==> config.mk <==
export PLATFORM = sky130hd
export DESIGN_NAME = td4_register_bank
export DESIGN_NICKNAME = d
export VERILOG_FILES = /design/src/rtl/td4_register_bank.sv
export SDC_FILE = /design/constraint.sdc
export NUM_CORES = 1
export LEC_CHECK = 0
export BUFFER_PORTS_ARGS = -buffer_cell sky130_fd_sc_hd__buf_2
export CAP_MARGIN = 20
export CORE_UTILIZATION = 43
export CTS_CLUSTER_DIAMETER = 200
export DETAILED_ROUTE_END_ITERATION = 10
export GPL_ROUTABILITY_DRIVEN = 0
export PLACE_DENSITY = 0.74
export SLEW_MARGIN = 0
export SYNTH_ARGS = -nofsm -noshare
export SYNTH_HDL_FRONTEND = slang
export SYNTH_SLANG_ARGS = --single-unit
==> constraint.sdc <==
create_clock -name clk -period 1.2 [get_ports clk]
set_input_delay 0 -clock clk [delete_from_list [all_inputs] [get_ports clk]]
set_output_delay 0 -clock clk [all_outputs]
set_load 0.01 [all_outputs]
==> src/rtl/td4_register_bank.sv <==
// td4_register_bank: TD4 register stage holding A, B, OUT, PC and the carry flag.
//   clk        rising-edge clock
//   n_reset    asynchronous active-low clear of every register
//   load_n     active-low load strobes: [0]=A [1]=B [2]=OUT [3]=PC
//   data_in    ALU sum, captured by every strobed register
//   carry_in   ALU carry-out, sampled every cycle into carry_flag
//   reg_a      register A
//   reg_b      register B
//   reg_out    output port register
//   pc         program counter / ROM address
//   carry_flag registered carry
//   pc_rco     PC ripple carry, high while counting is enabled and pc is all-ones
module td4_register_bank #(
    parameter int WIDTH    = 4,
    parameter bit PC_COUNT = 1'b1
) (
    input  logic             clk,
    input  logic             n_reset,
    input  logic [3:0]       load_n,
    input  logic [WIDTH-1:0] data_in,
    input  logic             carry_in,
    output logic [WIDTH-1:0] reg_a,
    output logic [WIDTH-1:0] reg_b,
    output logic [WIDTH-1:0] reg_out,
    output logic [WIDTH-1:0] pc,
    output logic             carry_flag,
    output logic             pc_rco
);
    logic [WIDTH-1:0] a_q, a_d, b_q, b_d, out_q, out_d, pc_q, pc_d;
    logic             carry_q, carry_d;
    always_comb begin
        a_d     = load_n[0] ? a_q : data_in;
        b_d     = load_n[1] ? b_q : data_in;
        out_d   = load_n[2] ? out_q : data_in;
        // load beats count; a dropped increment is intentional
        pc_d    = !load_n[3] ? data_in : (PC_COUNT ? pc_q + 1'b1 : pc_q);
        carry_d = carry_in;
    end
    always_ff @(posedge clk or negedge n_reset) begin
        if (!n_reset) begin
            a_q     <= '0;
            b_q     <= '0;
            out_q   <= '0;
            pc_q    <= '0;
            carry_q <= 1'b0;
        end else begin
            a_q     <= a_d;
            b_q     <= b_d;
            out_q   <= out_d;
            pc_q    <= pc_d;
            carry_q <= carry_d;
        end
    end
    assign reg_a      = a_q;
    assign reg_b      = b_q;
    assign reg_out    = out_q;
    assign pc         = pc_q;
    assign carry_flag = carry_q;
    assign pc_rco     = PC_COUNT && (pc_q == {WIDTH{1'b1}});
endmodule

==> results of run 1 <==
-- Yosys cell counts (all sizes together) --
| library cell | n | area share |
|---|---|---|
| nand3 | 1 | 0.0078 |
| xor2 | 1 | 0.014 |
| dfrtp | 17 | 0.67 |
| and3 | 1 | 0.012 |
| nor2 | 2 | 0.012 |
| xnor2 | 1 | 0.014 |
| mux2i | 1 | 0.016 |
| nand2 | 3 | 0.018 |
| ha | 1 | 0.020 |
| a21oi | 2 | 0.016 |
| o21ai | 3 | 0.024 |
| mux2 | 10 | 0.18 |
| inv | 1 | 0.0059 |
-- per-layer routing --
metal  vias up  global-route usage  part of all wire
met3         2             0.03333             0.035
met2        17              0.3571              0.55
met4         0             0.07500            0.0058
met5         -                   0                 0
met1       252              0.2107              0.41
li1        240                   -                 -
-- worst max-delay path, delay by kind of cell, from the launching register on --
family / cells / cell delay [ns]
adder cells (fa/ha/maj): 1 / 0.19
flip-flops: 1 / 0.39
buffers and inverters: 1 / 0.11
AND/OR/NAND/NOR: 1 / 0.17
-- repair_timing --
action,4_1_cts,5_1_grt
endpoints found under the setup margin,1,1
setup buffers,3,0
hold buffers,9,0
resized for setup,2,1
pin swaps,1,1
endpoints found under the hold margin,29,0
-- path summary, 6_finish.rpt --
path,slack (ns),start,depth (start not counted),to
worst max register to register,0.17,pc[0],4,pc[2]
max in group asynchronous,0.78,n_reset,2,reg_a[1]
worst min register to register,0.49,reg_b[0],2,reg_b[0]
worst max-delay path,0.06,pc[0],3,pc_rco
min in group asynchronous,0.16,n_reset,2,reg_b[3]
worst min-delay path,0.007,data_in[1],2,pc[1]
-- kinds of logic (layout without fill, tap and decap cells) --
| family | count (synthesis) | in the layout | synth area share |
|---|---|---|---|
| compound gates | 5 | 5 | 0.03921 |
| xor+xnor | 2 | 2 | 0.02746 |
| fa+ha+maj | 1 | 1 | 0.01960 |
| buf+inv | 1 | 45 | 0.005877 |
| flops | 17 | 17 | 0.6667 |
| mux | 11 | 11 | 0.1922 |
| simple gates | 7 | 7 | 0.04902 |
-- area by class of cell --
cell class | instances | area (um2) | share of cell area
repair buffers | 40 | 259.0 | 0.2731
clock buffers | 4 | 26.28 | 0.02770
multi-input cells | 26 | 215.2 | 0.2269
well taps | 15 | 18.77 | 0.01979
flip-flops and latches | 17 | 425.4 | 0.4485
inverters | 1 | 3.754 | 0.003958
-- state kept, by name, summed over array words and instances, names as in the netlist --
signal      flops
reg_a           4
carry_flag      1
pc              4
reg_b           4
reg_out         4
-- through the flow --
step	util	instances	hold WS [ns]
global placement	0.5976	87	-0.06797
global route	0.7111	103	0.01183
CTS	0.7083	103	0.0003752
floorplan	-	44	-0.2956
detailed placement	0.5976	87	-0.06205
finish	0.7111	103	0.007022
-- power by group through the flow --
stage	clock network, mW	logic [mW]	registers [mW]
finish	0.290	0.289	0.670
global route	0.327	0.321	0.680
CTS	0.308	0.290	0.669
detailed placement	0	0.236	0.683
global placement	0	0.230	0.680
floorplan	0	0.0850	0.715
==> flow_summary.yaml, run 1 <==
critical_path:
  cp_cell_sequence: "ha_2, and3_4, buf_6"
  critical_path.max_fanout: 2
  max_stage_delay_ns: 0.39
  critPathKind: "register to output pin"
  slowest_stage: "dfrtp_1"
  required_ns: 1.20
  arrival_ns: 1.14
  startpoint_type: "register"
  crit_path_end_kind: "output pin"
pwr:
  clkPwrFrac: 0.232
  p_int_mw: 0.9246
  comb_power_share: 0.232
  switching_share: 0.2600
  pwr-share-seq: 0.536
  power.density_nw_per_um2: 1317
  p_switching_mw: 0.3249
  power_leakage_nw: 0.4629
  total_power_mw: 1.249
  peakVddDrop_mv: 0.6956
clock_network:
  clock_sinks: 17
  clk_path_buf_depth: 2
  root_buffer: "clkbuf_4"
  cts_tree: "built"
  cts_htree_levels: 1
  path_clk_slew_ns: 0.09
  insertion_delay_ns: 0.28
  cts-buffers-inserted: 3
sta:
  rsz0062_at_grt: "false"
  report.final.slew_viol_count: 0
  max_freq_ghz: 0.8779
  final.min_clock_period_ns: 1.139
  finalHoldViolations: 0
  fin_setup_tns_ns: 0
  period_share: 0.9493
  setup_slack_ns: 0.06087
  fin_skew_ns: 0.001843
  setup_violations: 0
  worst_pin_slew_ns: 0.3676
  relSlewSlack: 0.7549
global_routing:
  grt_max_degree: 18
  antenna_found_initial: 0
  grt_util_all_layers: 0.1916
  grt_overflow: 0
  grt_pass1_vias: 490
  grt_pass1_wl_um: 1980
drt:
  via_per_inst: 4.961
  drt_wl_total_um: 1214
  wl_per_cell_um: 11.79
  drc: 0
  dr.pass1.iters: 2
  final_antenna_net_count: 0
  drt_iter0_markers: 2
  num_vias: 511
job:
  drv_cap: 0
cells_and_area:
  design_area_um2: 948.4
  fillers: 100
  layout_commonest_cell: "buf_2"
  num_antenna_cells: 0
  layout.nets: 101
  area_growth_pct: 48.63
  layout_common_cells: "buf_2 (27), dfrtp_1 (17), mux2_2 (10)"
  drive_gt1_frac: 0.5227
die:
  die_area_um2: 1642
  row_count: 13
  pin_count: 29
  start_util: 0.4784
  core_area_um2: 1334
  die_y_um: 40.52
  die_w_um: 40.52
synthesis:
  synth_area_per_cell_um2: 14.50
  yosysUniqueCellTypes: 13
  synth-seq-cells: 17
  yosys_warnings: 0
  netlist_area_um2: 638.1
  syn_nets: 56
  ys_seq_area_frac: 0.6667
  netlist_instances: 44
status:
  status: "finished, final reports clean"
place:
  dp_worst_setup_slack_ns: 0.1389
  place_hpwl_um: 843.3
  placed_area_um2: 797.0
  io_buffers: 28
worst_hold_path:
  holdCritPathClass: "input port to register"
Note: power is estimated with default switching activity, not from simulation.
==> run 2: changes to the inputs <==
ABC_AREA = 1   (was not set)
==> run 2 against run 1 <==
  * Register-to-register slack worse by 0.02 ns
  * Combinational power is 19% lower
  * Clock power is 3% higher
  * First-iteration DRC count grew to 5.5 times the previous value
  * Hold slack better by 0.00055 ns
  * Synthesized area is 0.98% lower
  * Sequential cell count stayed put
==> flow_summary.yaml, run 2 <==
critical_path:
  cp_cell_sequence: "ha_2, nand2_2, nor2_1, buf_2"
  critPathKind: "register to output pin"
  slowest_stage: "dfrtp_1"
  startpoint_type: "register"
  critical_path.max_fanout: 4
  max_stage_delay_ns: 0.40
  required_ns: 1.20
  crit_path_end_kind: "output pin"
  path_buf_inv: 1
  cp_top_family: "flip-flops"
  arrival_ns: 1.19
place:
  place_hpwl_um: 955.3
  dp_cells: 106
  io_buffers: 28
synthesis:
  synth_area_per_cell_um2: 10.03
  yosys_warnings: 0
  synth-seq-cells: 17
  yosysTopAreaCell: "dfrtp_1"
  netlist_area_um2: 631.9
  synth_common_cells: "nand2_1 (19), dfrtp_1 (17), o21ai_0 (13)"
  netlist_instances: 63
  synth_area_leaders: "dfrtp_1 (67%), nand2_1 (11%), o21ai_0 (10%)"
  synth_async_sr_flop_share: 1.000
  synth-main-ff-cell: "dfrtp_1"
  syn_nets: 75
  yosysUniqueCellTypes: 10
  synth_top_area_share: 0.6733
  synth_edf_count: 0
  synth_most_common_cell: "nand2_1"
  ys_seq_area_frac: 0.6733
die:
  die_y_um: 40.34
  start_util: 0.4737
  core_area_um2: 1334
  pin_count: 29
  row_count: 13
  die_w_um: 40.34
  die_area_um2: 1627
cells_and_area:
  drive_gt1_frac: 0.3396
  layout.nets: 119
  area_growth_pct: 46.34
  layout_common_cells: "buf_2 (28), nand2_1 (18), dfrtp_1 (17)"
  finish.cell_count_without_fillers: 121
  layout_commonest_cell: "buf_2"
  num_antenna_cells: 0
  fillers: 97
drt:
  drt_wl_total_um: 1508
  num_vias: 598
  drt_iter0_markers: 11
  dr.pass1.iters: 4
  via_per_inst: 4.942
  drc: 0
  final_antenna_net_count: 0
  wl_per_cell_um: 12.46
pwr:
  power.density_nw_per_um2: 1291
  total_power_mw: 1.194
  peakVddDrop_mv: 0.7119
  power_leakage_nw: 0.4917
sta:
  period_share: 0.9898
  finalHoldViolations: 0
  fin_skew_ns: 0.001377
  relSlewSlack: 0.7543
  worst_pin_slew_ns: 0.3686
  rsz0062_at_grt: "true"
  final.min_clock_period_ns: 1.188
  report.final.slew_viol_count: 0
  max_freq_ghz: 0.8419
  setup_violations: 0
clock_network:
  root_buffer: "clkbuf_4"
  clk_path_buf_depth: 2
  cts_tree: "built"
  cts_htree_levels: 1
  path_clk_slew_ns: 0.09
  insertion_delay_ns: 0.28
  cts-buffers-inserted: 3
  clock_sinks: 17
global_routing:
  grt_util_all_layers: 0.1986
  antenna_found_initial: 0
  grt_pass1_wl_um: 2007
  grt_overflow: 0
  grt_max_degree: 18
  grt_pass1_vias: 478
job:
  drv_cap: 0
worst_hold_path:
  holdCritPathClass: "input port to register"
status:
  status: "finished, final reports clean"
run 2: cell types whose count changed after synthesis, sizes merged, moves of 2 or more:
cell	delta
mux2	-10
a21oi	-2
inv	+5
o21ai	+11
nand2	+16
run 2: final timing paths:
| kind | startpoint | endpoint | slack, ns | depth (start not counted) |
|---|---|---|---|---|
| worst min-delay path | data_in[1] | reg_a[1] | 0.008 | 3 |
| min in group asynchronous | n_reset | reg_b[0] | 0.16 | 2 |
| worst min register to register | reg_b[3] | reg_b[3] | 0.49 | 2 |
| max in group asynchronous | n_reset | reg_out[2] | 0.78 | 2 |
| worst max register to register | pc[1] | pc[2] | 0.15 | 4 |
| worst max-delay path | pc[1] | pc_rco | 0.01 | 4 |
run 2: per-stage QoR:
step	worst slack [ns]	area (um2)	TNS, ns	hold WS [ns]	utilization
final	0.01223	924.6	0	0.007571	0.6932
after global routing	-0.08925	924.6	-0.08925	0.03448	0.6932
after CTS	0.02404	904.6	0	0.01135	0.6782
after detailed placement	0.2420	790.8	0	-0.06003	0.5929
after global placement	0.2675	790.8	0	-0.06559	0.5929
after floorplan	0.2379	631.9	0	-0.2956	-
run 2: cell type report:
class / instances / area [um2] / share of cell area
Inverter: 6 / 22.52 / 0.02436
Sequential cell: 17 / 425.4 / 0.4601
Multi-Input combinational cell: 40 / 188.9 / 0.2043
Clock buffer: 4 / 26.28 / 0.02842
Tap cell: 15 / 18.77 / 0.02030
Timing Repair Buffer: 39 / 242.7 / 0.2625
run 2: layer usage:
| layer | wire length (um) | share of wire | up-vias | GRT usage |
|---|---|---|---|---|
| met5 | 0 | 0 | - | 0 |
| met4 | 27 | 0.018 | 0 | 0.1500 |
| met3 | 60 | 0.040 | 4 | 0.01667 |
| met2 | 738 | 0.49 | 22 | 0.2937 |
| met1 | 681 | 0.45 | 280 | 0.2679 |
| li1 | - | - | 292 | - |
run 2: logic make-up (layout without fill, tap and decap cells):
kind of cell | after synthesis | after routing | share of synthesized area
fa+ha+maj | 1 | 1 | 0.01980
flops | 17 | 17 | 0.6733
compound gates | 15 | 15 | 0.1208
simple gates | 24 | 24 | 0.1505
buf+inv | 6 | 49 | 0.03564
run 2: worst register-to-register path, delay by kind of cell, from the launching register on:
kind / cells / cell delay (ns)
AO/OA/AOI/OAI: 1 / 0.09
adder cells (fa/ha/maj): 1 / 0.21
buffers and inverters: 1 / 0.13
flip-flops: 1 / 0.42
AND/OR/NAND/NOR: 1 / 0.09
run 2: timing repair:
| action | in CTS | in global routing |
|---|---|---|
| pin swaps | 0 | 2 |
| hold buffers | 8 | 0 |
| endpoints found under the setup margin | 1 | 1 |
| cloned | 0 | 0 |
| resized for setup | 0 | 2 |
| endpoints found under the hold margin | 29 | 0 |
| buffers inserted | 1 | 2 |
run 2: report_power, final:
| group | internal [mW] | total, mW | switching [mW] |
|---|---|---|---|
| registers | 0.626 | 0.661 | 0.0354 |
| clock network | 0.129 | 0.300 | 0.171 |
| logic | 0.108 | 0.233 | 0.124 |
